$ cat src/rtl/imem_port_arbiter.sv
// Two-port arbiter sharing a single-ported synchronous-read instruction memory (fetch / data-side read).
// Grant is combinational; response arrives exactly 1 cycle after grant, fully pipelined.
// A losing fetch raises stallreq_if; a losing data-side request simply waits for gnt1.
module imem_port_arbiter #(
   parameter int ADDR_W = 32,
   parameter int DATA_W = 32,
   parameter int IDX_W  = 17
) (
   input  logic              clk,
   input  logic              rst,
   input  logic              req0,
   input  logic [ADDR_W-1:0] addr0,
   output logic              gnt0,
   output logic              rvalid0,
   output logic [DATA_W-1:0] rdata0,
   input  logic              req1,
   input  logic [ADDR_W-1:0] addr1,
   output logic              gnt1,
   output logic              rvalid1,
   output logic [DATA_W-1:0] rdata1,
   output logic              err1,
   output logic              stallreq_if,
   output logic              mem_ce,
   output logic [IDX_W-1:0]  mem_idx,
   input  logic [DATA_W-1:0] mem_rdata
);

   // Owner of the read currently in flight (the one whose data arrives this cycle).
   typedef enum logic [1:0] {IDLE, RESP0, RESP1, RESP1_ERR} state_e;

   state_e     state_q, state_d;
   logic       rr_last_q, rr_last_d;
   logic       gnt0_c, gnt1_c;
   logic       mis1;
   logic       mem_ce_c;
   logic [IDX_W-1:0] mem_idx_c;

   // Address bits that never reach the memory (byte offset of fetch, bits above the index).
   logic unused_addr_bits;
   assign unused_addr_bits = ^{addr0[ADDR_W-1:IDX_W+2], addr0[1:0], addr1[ADDR_W-1:IDX_W+2]};

   assign mis1 = (addr1[1:0] != 2'b00);

   // Arbitration: single requester wins outright; on contention the port that did not win last time.
   // Grants are held off while reset is asserted so all outputs read 0 immediately.
   always_comb begin
      gnt0_c = 1'b0;
      gnt1_c = 1'b0;
      if (rst) begin
         if (req0 && req1) begin
            if (rr_last_q) gnt0_c = 1'b1;
            else           gnt1_c = 1'b1;
         end else if (req0) begin
            gnt0_c = 1'b1;
         end else if (req1) begin
            gnt1_c = 1'b1;
         end
      end
   end

   // Next owner, round-robin pointer and memory command; a misaligned data read consumes the slot
   // without touching memory so its error response can be produced locally.
   always_comb begin
      state_d   = IDLE;
      rr_last_d = rr_last_q;
      mem_ce_c  = 1'b0;
      mem_idx_c = '0;
      if (gnt0_c) begin
         state_d   = RESP0;
         rr_last_d = 1'b0;
         mem_ce_c  = 1'b1;
         mem_idx_c = addr0[IDX_W+1:2];
      end else if (gnt1_c) begin
         rr_last_d = 1'b1;
         if (mis1) begin
            state_d = RESP1_ERR;
         end else begin
            state_d   = RESP1;
            mem_ce_c  = 1'b1;
            mem_idx_c = addr1[IDX_W+1:2];
         end
      end
   end

   // State and round-robin registers; reset drops any in-flight read and favours port 0 next.
   always_ff @(posedge clk or negedge rst) begin
      if (!rst) begin
         state_q   <= IDLE;
         rr_last_q <= 1'b1;
      end else begin
         state_q   <= state_d;
         rr_last_q <= rr_last_d;
      end
   end

   assign gnt0        = gnt0_c;
   assign gnt1        = gnt1_c;
   assign mem_ce      = mem_ce_c;
   assign mem_idx     = mem_idx_c;
   assign stallreq_if = rst & req0 & ~gnt0_c;

   assign rvalid0 = (state_q == RESP0);
   assign rdata0  = (state_q == RESP0) ? mem_rdata : '0;
   assign rvalid1 = (state_q == RESP1) || (state_q == RESP1_ERR);
   assign rdata1  = (state_q == RESP1) ? mem_rdata : '0;
   assign err1    = (state_q == RESP1_ERR);

endmodule

$ cat config.mk
export PLATFORM = sky130hd
export DESIGN_NAME = imem_port_arbiter
export DESIGN_NICKNAME = d
export VERILOG_FILES = /design/src/rtl/imem_port_arbiter.sv
export SDC_FILE = /design/constraint.sdc
export NUM_CORES = 1
export LEC_CHECK = 0
export ABC_AREA = 1
export ABC_CLOCK_PERIOD_IN_PS = 1140
export CAP_MARGIN = 20
export CELL_PAD_IN_SITES_DETAIL_PLACEMENT = 1
export CELL_PAD_IN_SITES_GLOBAL_PLACEMENT = 2
export CORE_UTILIZATION = 10
export DETAILED_ROUTE_END_ITERATION = 12
export PLACE_DENSITY_LB_ADDON = 0.1
export RECOVER_POWER = 50
export SLEW_MARGIN = 25
export SYNTH_ARGS = -nofsm -noshare
export SYNTH_HDL_FRONTEND = slang
export SYNTH_SLANG_ARGS = --single-unit
export TNS_END_PERCENT = 30
$ cat constraint.sdc
create_clock -name clk -period 1.14 [get_ports clk]
set_input_delay 0.114 -clock clk [delete_from_list [all_inputs] [get_ports clk]]
set_output_delay 0.114 -clock clk [all_outputs]
set_load 0.01 [all_outputs]
# [After elaboration in Yosys (flattened, before gate mapping)]
# Index checks and enable logic that the tools add are counted.
[classes] mux=22 reduce_logical=4 eq_ne=3 bitwise=3
[op_table] cell="$mux 32" n=2
[op_table] cell="$mux 17" n=3
[op_table] cell="$mux 1" n=15
[op_table] cell="$eq 2x2->1 const B" n=2
[op_table] cell="$mux 2" n=2
[op_table] cell="$reduce_bool 2->1" n=2
[op_table] cell="$and 1x1->1" n=2
[op_table] cell="$eq 2x1->1 const B" n=1
[op_table] cell="$logic_and 1x1->1" n=1
[op_table] cell="$logic_or 1x1->1" n=1
[op_table] cell="$not 1->1" n=1
[totals] register_bits=3 input_bits=100 wordCells=34

# [Depth between registers and ports, before layout]
# Gate-level depths: netlist of run 1.
[logic_depth] word_depth=6 depth_mapped=6

# [Worst setup path before layout of run 1]
# No wires, ideal clock.
[synth_timing] path_type="flip-flop to output port" startpoint="register rr_last_q" endpoint="output mem_idx[10]" arrival_ns=1.024 slack_ns=0.002 path_stages_with_launch=6 cell_sequence="dfstp_2 -> inv_1 -> nand2_2 -> buf_4 -> nand3_1 -> nand2_1"
[synth_between] elab_chain_len=5
[synth_lines] item="from (decl)" line="32" source="logic rr_last_q, rr_last_d;"
[synth_lines] item="from (signal assigned)" line="92" source="rr_last_q <= rr_last_d;"
[synth_lines] item="$mux 1" line="51" source="if (rr_last_q) gnt0_c = 1'b1;"
[synth_lines] item="$mux 1" line="50" source="if (req0 && req1) begin"
[synth_lines] item="$mux 1" line="49" source="if (rst) begin"
[synth_lines] item="$mux 17" line="73" source="end else if (gnt1_c) begin"
[synth_lines] item="$mux 17 (*)" line="68" source="if (gnt0_c) begin"
[synth_lines] item="to (decl)" line="24" source="output logic [IDX_W-1:0] mem_idx,"
# Mark *: on every way between the ends. The rest lies on a longest branch, timed or not.

# [Final worst setup path of run 1]
# Ends and elaborated chain as after synthesis.

==> metrics, run 1 <==
status finished, violations left; violated checks setup timing; Row Count 35; Synth Register Bits 3; core area between 9000 and 10000 sq um; Sw Pwr between 600 and 700 uW; synth unique cells 14; via/cell ratio about 3.5; critical path capture point type output port; Initial Utilization a little over a tenth; max-slew violation count 0; sequential share of the synthesized area 7.781%; vias in the first global route around 1900; Period minus WS final between 1 and 1.5 ns; I/O pin count ~190; CTS sink cnt 3; dpl hpwl ~4.8 mm; Final setup viols 86; 1st-iter DRT viols 28; Max-slew headroom between 80% and 90%; drt wl/cell about 12 um; final wirelength approximately 6.5 mm; syn_nets roughly 320; Worst EP required about 1.0 ns; Clk Latency, worst-skew pair ~0.22 ns; clk slew on worst S/H paths about 0.03 ns; Comb power frac a little under three quarters; setup TNS -17.23 ns; Leak 1.739 nW; CP Launch Type flop; Syn Inst Count between 200 and 250; DRC violation count after routing 0; placed cell area roughly 2900 sq um; clock share of power about a fifth; Final Hold Fails 0; Int Power 994.3 uW; DIE WIDTH a little over 100 um; worst-path cell with the longest stage delay dfstp_2; slowest stage delay, CP between 0.5 and 0.6 ns; RSZ-0062 raised after global routing yes; mapped cell area 980.9 sq um; fin nets ~510; setup slack after layout -0.3170 ns; worst-path cell chain nand2_2 > inv_2 > nor2_4 > buf_12 > nand2_1 > nand2_1 > buf_6; syn avg cell area between 4 and 5 sq um; Chip Height slightly above 100 um; drt first pass iters 4; fin crit share 127.8%; crit path kind reg -> out; placer's final routability congestion estimate 0.6656; global-route usage over all layers between 10% and 20%; first-pass GRT wire length 9.604 mm; Crit path top cell by count nand2_1; CTS Buffer Depth 2; Crit path buffers/inverters 3; Port Buffers between 150 and 200; Clock Tree Root clkbuf_8; initial antenna violation count 0; largest net degree at the start of global routing 17; GR Overflow Total 0; CP arrival ~1.3 ns; worst-path fanout max 10; fmax between 600 and 700 MHz; power density over the cells between 500 and 600 nW/um^2; Worst Skew between 0.0015 and 0.002 ns; Net Sw Frac roughly 38%; Max Cap Violations 0; Hold WC Path Type in -> reg; H-tree levels 1; worst-margin pin slew between 0.15 and 0.2 ns; top cell family by delay on the critical path flip-flops; fillers 1228; CTS tree built; Vias between 1500 and 2000; yosys warns 0; VDD IR-drop max roughly 0.00015 V; number of diodes 0; Num CTS Buffers 3; post-route cell area 2960 sq um; Layout area overhead 201.8%; sequential share of power slightly above 8%; DIE AREA around 10000 sq um; Final ANT Viol Nets 0; share of cells above drive strength 1 about 46%
[metal layers]
| layer | track usage (%) | vias up | part of all wire [%] |
|---|---|---|---|
| li1 | - | 986 | - |
| met1 | 13.81 | 807 | 42 |
| met2 | 21.45 | 101 | 48 |
| met3 | 3.121 | 4 | 9.4 |
| met4 | 3.679 | 0 | 0.96 |
| met5 | 0 | - | 0 |
[cell usage after synthesis]
library cell  number  share of area, %
buf_4              5               3.8
nor2_2             1              0.64
o21ai_0            1              0.51
nand2_1           45                17
dfstp_2            1               2.7
dfrtp_1            2               5.1
inv_2              2              0.77
buf_6              3               3.4
clkbuf_1           1              0.38
buf_2              3               1.5
inv_1             57                22
nand2_2            2               1.3
nand3_1           17               8.7
nor2_1            84                32
[per-stage QoR]
step / hold slack [ns] / util, % / setup slack (ns) / cells / power (mW)
after floorplan: -0.1816 / - / 0.002330 / 224 / 0.5017
after global placement: 0.4322 / 30.69 / -0.7132 / 521 / 1.227
after detailed placement: 0.4532 / 30.69 / -0.7410 / 521 / 1.232
after CTS: 0.2171 / 29.21 / -0.3348 / 531 / 1.559
after global routing: 0.3766 / 31.59 / -0.3690 / 536 / 1.738
final: 0.3353 / 31.59 / -0.3170 / 536 / 1.616
[sequential cells by signal, indices dropped and copies added, names as in the netlist]
| register | cells |
|---|---|
| state_q | 2 |
| rr_last_q | 1 |
[kinds of logic after synthesis]
logic type,count (synthesis),share of synthesized area [%]
DFF,3,7.781
buffers and inverters,71,31.76
AOI/OAI and AO/OA,1,0.5097
and+or+nand+nor,149,59.95
[power by group through the flow]
stage               Sequential [mW]  Clock [mW]  Combinational, mW
finish                        0.134       0.319               1.16
detailed placement            0.132           0               1.10
global placement              0.132           0               1.10
CTS                           0.132       0.332               1.09
global route                  0.135       0.336               1.27
floorplan                     0.130           0              0.372
[layout by cell type (no fill, tap or decap), drive strengths merged]
master,instances
nand2,47
dfstp,1
o21ai,1
inv,59
dfrtp,2
clkdlybuf4s50,69
dlygate4sd3,1
buf,116
clkbuf,7
nor2,85
dlymetal6s2s,2
nand3,17
[worst paths after layout]
path | slack [ns] | start | to | cells past startpoint
setup / recovery | -0.32 | rr_last_q | mem_idx[10] | 7
hold / removal | 0.34 | req1 | state_q[1] | 4
setup reg to reg | 0.02 | rr_last_q | state_q[0] | 6
hold reg to reg | 0.53 | rr_last_q | rr_last_q | 2
max in group asynchronous | 0.54 | rst | rr_last_q | 3
min in group asynchronous | 0.42 | rst | state_q[0] | 3
[repair_timing]
item,CTS,global route
gates resized for setup,391,51
endpoints found under the setup margin,88,89
hold endpoints to repair,0,2
hold buffers,0,1
cloned,4,2
buffers inserted,2,2
pin swaps,4,4
[final cells by class]
cell class	count	area (sq um)	share of cell area, %
Clock buffer	4	45.04	1.522
Inverter	59	224.0	7.566
Multi-Input combinational cell	150	794.5	26.84
Sequential cell	3	76.32	2.578
Tap cell	129	161.4	5.452
Timing Repair Buffer	191	1659	56.04
[worst reg2reg max path: cells and delay by family, from the launching register on]
kind | cells | cell delay, ns
flip-flops | 1 | 0.55
buffers and inverters | 3 | 0.30
AND/OR/NAND/NOR | 3 | 0.21
No activity file was read; power rests on OpenSTA's default activity.
==> inputs of run 2 (changes only) <==
--- a/config.mk
+++ b/config.mk
@@ -12,6 +12,7 @@
 export CELL_PAD_IN_SITES_GLOBAL_PLACEMENT = 2
 export CORE_UTILIZATION = 10
 export DETAILED_ROUTE_END_ITERATION = 12
+export GPL_ROUTABILITY_DRIVEN = 0
 export PLACE_DENSITY_LB_ADDON = 0.1
 export RECOVER_POWER = 50
 export SLEW_MARGIN = 25
==> results of run 2 <==
No change in the layout: final DEF, timing and power equal those of run 1.
